==> src/rtl/psum_pkg.sv <==
// Shared types and defaults for the partial-sum scratchpad drain path.
package psum_pkg;

  localparam int unsigned PsumWidthDefault = 16;

  typedef enum logic [1:0] {
    StIdle,
    StDrain,
    StFin
  } drain_state_e;

endpackage

==> src/rtl/psum_drain_skid.sv <==
// Two-entry FIFO of {last, data} between scratchpad read return and the output handshake.
module psum_drain_skid #(
  parameter int unsigned Width = 17
) (
  input  logic             clk,
  input  logic             rst,
  input  logic             push_i,
  input  logic [Width-1:0] push_data_i,
  input  logic             pop_i,
  output logic [Width-1:0] head_o,
  output logic [1:0]       count_o,
  output logic             empty_o,
  output logic             full_o
);

  logic [Width-1:0] mem_q [2];
  logic             wr_ptr_q, wr_ptr_d;
  logic             rd_ptr_q, rd_ptr_d;
  logic [1:0]       count_q, count_d;
  logic             do_push, do_pop;

  assign empty_o = (count_q == 2'd0);
  assign full_o  = (count_q == 2'd2);
  assign count_o = count_q;
  assign head_o  = mem_q[rd_ptr_q];

  // A push into a full FIFO is only taken when a pop frees a slot the same cycle.
  assign do_pop  = pop_i & ~empty_o;
  assign do_push = push_i & (~full_o | do_pop);

  always_comb begin
    wr_ptr_d = wr_ptr_q ^ do_push;
    rd_ptr_d = rd_ptr_q ^ do_pop;
    count_d  = count_q + {1'b0, do_push} - {1'b0, do_pop};
  end

  always_ff @(posedge clk or posedge rst) begin
    if (rst) begin
      mem_q[0] <= '0;
      mem_q[1] <= '0;
      wr_ptr_q <= 1'b0;
      rd_ptr_q <= 1'b0;
      count_q  <= 2'd0;
    end else begin
      if (do_push) begin
        mem_q[wr_ptr_q] <= push_data_i;
      end
      wr_ptr_q <= wr_ptr_d;
      rd_ptr_q <= rd_ptr_d;
      count_q  <= count_d;
    end
  end

endmodule

==> src/rtl/psum_sc_drain_ctrl.sv <==
// Streams the partial-sum scratchpad to the output buffer after a PE pass, optionally
// zeroing each entry behind the read, and holds the PE pipeline until the drain ends.
module psum_sc_drain_ctrl
  import psum_pkg::*;
#(
  parameter int unsigned PSUM_SC_ADDR_LEN = 8,
  parameter int unsigned PSUM_WIDTH       = PsumWidthDefault,
  parameter bit          CLEAR_ON_DRAIN   = 1'b1
) (
  input  logic                        clk,
  input  logic                        rst,
  input  logic                        start_i,
  input  logic [PSUM_SC_ADDR_LEN:0]   num_entries_i,
  output logic                        sc_ren_o,
  output logic [PSUM_SC_ADDR_LEN-1:0] sc_raddr_o,
  input  logic [PSUM_WIDTH-1:0]       sc_rdata_i,
  output logic                        sc_wen_o,
  output logic [PSUM_SC_ADDR_LEN-1:0] sc_waddr_o,
  output logic [PSUM_WIDTH-1:0]       sc_wdata_o,
  output logic                        out_valid_o,
  input  logic                        out_ready_i,
  output logic [PSUM_WIDTH-1:0]       out_data_o,
  output logic                        out_last_o,
  output logic                        busy_o,
  output logic                        stall_pipeline_o,
  output logic                        done_o
);

  localparam int unsigned AW = PSUM_SC_ADDR_LEN;
  localparam logic [AW:0] CntOne = 1;

  drain_state_e state_q, state_d;

  logic [AW:0]         num_q, num_d;
  logic [AW:0]         rd_cnt_q, rd_cnt_d;
  logic                inflight_q, inflight_d;
  logic                infl_last_q, infl_last_d;
  logic [AW-1:0]       infl_addr_q, infl_addr_d;
  logic [PSUM_WIDTH:0] fifo_head;
  logic [1:0]          fifo_count;
  logic                fifo_empty, fifo_full;
  logic                pop;
  logic [2:0]          occupancy;

  // The read returning this cycle lands in the FIFO, tagged with whether it is the final word.
  psum_drain_skid #(
    .Width(PSUM_WIDTH + 1)
  ) u_skid (
    .clk        (clk),
    .rst        (rst),
    .push_i     (inflight_q),
    .push_data_i({infl_last_q, sc_rdata_i}),
    .pop_i      (pop),
    .head_o     (fifo_head),
    .count_o    (fifo_count),
    .empty_o    (fifo_empty),
    .full_o     (fifo_full)
  );

  assign out_valid_o      = ~fifo_empty;
  assign out_data_o       = fifo_empty ? '0 : fifo_head[PSUM_WIDTH-1:0];
  assign out_last_o       = ~fifo_empty & fifo_head[PSUM_WIDTH];
  assign pop              = out_valid_o & out_ready_i;

  assign sc_raddr_o       = rd_cnt_q[AW-1:0];
  assign sc_wen_o         = CLEAR_ON_DRAIN & inflight_q;
  assign sc_waddr_o       = infl_addr_q;
  assign sc_wdata_o       = '0;

  assign busy_o           = (state_q != StIdle);
  assign stall_pipeline_o = busy_o;

  // Words held or returning after this cycle's pop; capped at the FIFO depth.
  assign occupancy = {1'b0, fifo_count} + {2'b00, inflight_q} - {2'b00, pop};

  always_comb begin
    state_d     = state_q;
    num_d       = num_q;
    rd_cnt_d    = rd_cnt_q;
    inflight_d  = 1'b0;
    infl_last_d = infl_last_q;
    infl_addr_d = infl_addr_q;
    sc_ren_o    = 1'b0;
    done_o      = 1'b0;

    unique case (state_q)
      StIdle: begin
        if (start_i) begin
          num_d    = num_entries_i;
          rd_cnt_d = '0;
          state_d  = (num_entries_i == '0) ? StFin : StDrain;
        end
      end
      StDrain: begin
        if ((rd_cnt_q < num_q) && (occupancy < 3'd2)) begin
          sc_ren_o    = 1'b1;
          rd_cnt_d    = rd_cnt_q + CntOne;
          inflight_d  = 1'b1;
          infl_addr_d = rd_cnt_q[AW-1:0];
          infl_last_d = ((rd_cnt_q + CntOne) == num_q);
        end
        if ((rd_cnt_q == num_q) && pop && fifo_head[PSUM_WIDTH]) begin
          state_d = StFin;
        end
      end
      StFin: begin
        done_o  = 1'b1;
        state_d = StIdle;
      end
      default: begin
        state_d = StIdle;
      end
    endcase
  end

  always_ff @(posedge clk or posedge rst) begin
    if (rst) begin
      state_q     <= StIdle;
      num_q       <= '0;
      rd_cnt_q    <= '0;
      inflight_q  <= 1'b0;
      infl_last_q <= 1'b0;
      infl_addr_q <= '0;
    end else begin
      state_q     <= state_d;
      num_q       <= num_d;
      rd_cnt_q    <= rd_cnt_d;
      inflight_q  <= inflight_d;
      infl_last_q <= infl_last_d;
      infl_addr_q <= infl_addr_d;
    end
  end

  a_no_overflow: assert property (@(posedge clk) disable iff (rst)
    !(fifo_full && inflight_q && !pop));

endmodule

==> config.mk <==
export PLATFORM = sky130hd
export DESIGN_NAME = psum_sc_drain_ctrl
export DESIGN_NICKNAME = d
export VERILOG_FILES = /design/src/rtl/psum_pkg.sv /design/src/rtl/psum_drain_skid.sv /design/src/rtl/psum_sc_drain_ctrl.sv
export SDC_FILE = /design/constraint.sdc
export NUM_CORES = 1
export LEC_CHECK = 0
export CORE_ASPECT_RATIO = 0.8
export CORE_MARGIN = 10
export CORE_UTILIZATION = 47
export DETAILED_ROUTE_END_ITERATION = 8
export PLACE_DENSITY = 0.87
export SYNTH_ARGS = -nofsm -noshare
export SYNTH_HDL_FRONTEND = slang
export SYNTH_HIERARCHICAL = 1
export SYNTH_SLANG_ARGS = --single-unit
==> constraint.sdc <==
create_clock -name clk -period 3.4 [get_ports clk]
set_input_delay 0.68 -clock clk [delete_from_list [all_inputs] [get_ports clk]]
set_output_delay 0.68 -clock clk [all_outputs]
set_load 0.1 [all_outputs]
==> flow_metrics.tcl <==
set metrics [dict create \
    status "complete, but fails checks" \
    violations "negative setup slack" \
    drive_above_1_share 0.304 \
    worst-path-buf-inv 3 \
    cap_violations 0 \
    path_class "reg2out" \
    yosysSeqAreaShare 0.430 \
    final_cell_mix "66 x dfrtp_1, 56 x buf_4, 29 x clkdlybuf4s50_1, 29 x mux2_4, 24 x o21ai_0" \
    cp.required_ns 2.72 \
    max_stage_delay_ns 0.56 \
    htree_levels 3 \
    synth_seq_cells 68 \
    holdPathStages 1 \
    dieArea_sq_um 12500 \
    grt_max_degree 39 \
    rsz0062_at_grt "yes" \
    nets 465 \
    hp-class "reg2reg" \
    ys_warn_count 6 \
    r2r_end "infl_last_q" \
    routed_wl_microns 9520 \
    dp_cells 513 \
    portBuffers 67 \
    cts_buffers 9 \
    initial_core_util 0.492 \
    fmax_mhz 293 \
    clockBufferDepth 2 \
    grt_pass1_wl_microns 15300 \
    die_y_microns 102 \
    tightest_slew_ns 0.972 \
    wl_per_cell_microns 17.8 \
    io_pins 84 \
    syn_area_sq_um 3960 \
    root_buffer "clkbuf_8" \
    coreArea_sq_um 8060 \
    syn_avg_cell_area_sq_um 11.4 \
    cts_num_sinks 68 \
    hold_end "state_q[0]" \
    final-hold-violation-count 0 \
    gr-total-overflow 0 \
    synth_edf_count 0 \
    crit_arrival_ns 2.73 \
    worst_setup_path_start_kind "register" \
    dr.pass1.iters 5 \
    r2r_slack_ns 0.17 \
    slew_headroom 0.350 \
    cp-end-kind "output pin" \
    ff2ff_path_depth 14 \
    final_antenna_net_count 0 \
    clk_pin_slew_ns 0.07 \
    nFillCells 668 \
    drv_slew 0 \
    placed_area_sq_um 4570 \
    vias 2888 \
    worstHoldStart "state_q[1]" \
    post-route-period-util 1.00 \
    grt_antenna_before_repair 0 \
    dp_hpwl_microns 6530 \
    stdcell_count 535 \
    final_common_cell "dfrtp_1" \
    area_growth_pct 22.2 \
    finClkSkew_ns 0.00964 \
    synth.distinct_cells 47 \
    worstReg2RegStart "u_skid/count_o[1]" \
    place_congestion 0.898 \
    chipWidth_microns 123 \
    avgViaCountPerCell 5.40 \
    cp_top_family "adder cells" \
    fin_ws_ns -0.00776 \
    drc 0 \
    cp_max_fo 3 \
    rows 29 \
    n_antenna_cell 0 \
    clkLatencyLatePin_ns 0.34 \
    cts_tree "built" \
    async_reset_ff_frac 1.00 \
    period_needed_ns 3.41 \
    grt_pass1_vias 3060 \
    synth_cells 348 \
    cp_slowest_cell "fa_2" \
    ys.flop_type "dfrtp_1" \
    final_area_sq_um 4840 \
    drt-initial-drc-count 317 \
    grtUsageTotal 0.153 \
    cp_cell_sequence "nor2_4, clkinvlp_4, nand2_4, and2_4, o21ai_2, fa_2, nand2b_4, a2111oi_4, nand2_4, clkinvlp_4, buf_12" \
    setup_viol 1 \
]
-- state kept, by name (all words and copies together) (netlist names) --
| register | flops |
|---|---|
| infl_last_q | 1 |
| num_q | 9 |
| rd_cnt_q | 9 |
| sc_waddr_o | 8 |
| sc_wen_o | 1 |
| state_q | 2 |
| u_skid/count_o | 2 |
| u_skid/mem_q | 34 |
| u_skid/rd_ptr_q | 1 |
| u_skid/wr_ptr_q | 1 |
-- logic make-up (layout without fill, tap and decap cells) --
| group | after synthesis | after routing | synth area share |
|---|---|---|---|
| xor+xnor | 13 | 13 | 0.0288 |
| other cells | 1 | 16 | 0.000947 |
| compound gates | 52 | 52 | 0.0954 |
| simple gates | 82 | 82 | 0.109 |
| flops | 68 | 68 | 0.430 |
| fa+ha+maj | 14 | 14 | 0.0461 |
| buf+inv | 59 | 123 | 0.0945 |
| mux | 59 | 59 | 0.195 |
-- area by class of cell --
class	instances	area [sq um]	area share
clock buffer	10	128	0.0264
multi-input combinational	236	1990	0.410
clock inverter	6	65.1	0.0134
sequential	68	1700	0.352
inverter	20	82.6	0.0171
tap	108	135	0.0279
timing repair buffer	87	739	0.153
-- per-stage QoR --
step | setup WS (ns) | TNS (ns) | utilization | hold slack, ns
2_1_floorplan | -0.509 | -0.509 | - | 0.440
3_3_place_gp | -0.155 | -0.155 | 0.568 | 0.458
3_5_place_dp | -0.166 | -0.169 | 0.568 | 0.478
4_1_cts | 0.0518 | 0 | 0.596 | 0.489
5_1_grt | -0.147 | -0.147 | 0.601 | 0.507
6_report | -0.00776 | -0.00776 | 0.601 | 0.480
-- synthesized netlist by cell type (2+ instances only) --
cell       n  area share
nor4_1     3      0.0047
o21ai_0   25       0.032
nand4_1    4      0.0063
clkbuf_1   4      0.0038
inv_1     20       0.019
nand3_1    6      0.0076
nor3_1     2      0.0025
xor2_1     6       0.013
dfrtp_1   68        0.43
buf_2      2      0.0025
nor2b_1   20       0.032
a21oi_1    6      0.0076
nor2_1    16       0.015
o41ai_2    4       0.016
mux2_2     8       0.023
mux2_4    29        0.11
nand2_1   18       0.017
mux2_1    22       0.063
nand2b_1   6      0.0095
buf_6      7       0.020
ha_1      13       0.041
o31ai_1    3      0.0057
xnor2_1    7       0.015
buf_4     26       0.049
-- worst max-delay path by stage --
stage | from | end | cells after the start
2_1_floorplan | u_skid/count_o[0] | sc_ren_o | 11
3_3_place_gp | out_ready_i | sc_ren_o | 10
3_5_place_dp | out_ready_i | sc_ren_o | 10
4_1_cts | u_skid/count_o[0] | sc_ren_o | 11
5_1_grt | u_skid/count_o[1] | sc_ren_o | 11
6_report | u_skid/count_o[1] | sc_ren_o | 11
-- routing by layer --
layer / GRT usage / vias up / share of wire
met5: 0 / - / 0
met4: 0.0705 / 0 / 0.018
met3: 0.0402 / 19 / 0.067
met2: 0.244 / 129 / 0.49
met1: 0.191 / 1423 / 0.43
li1: - / 1317 / -
-- timing repair --
item	4_1_cts	5_1_grt
resized for setup	5	3
pin swaps	6	2
setup endpoints to repair	1	1
hold buffers	0	0
hold endpoints to repair	0	0
gates cloned	0	0
buffers inserted	3	3
Power is not shown: default switching activity piles up to over one toggle a cycle in this logic, so the estimate is an artifact.
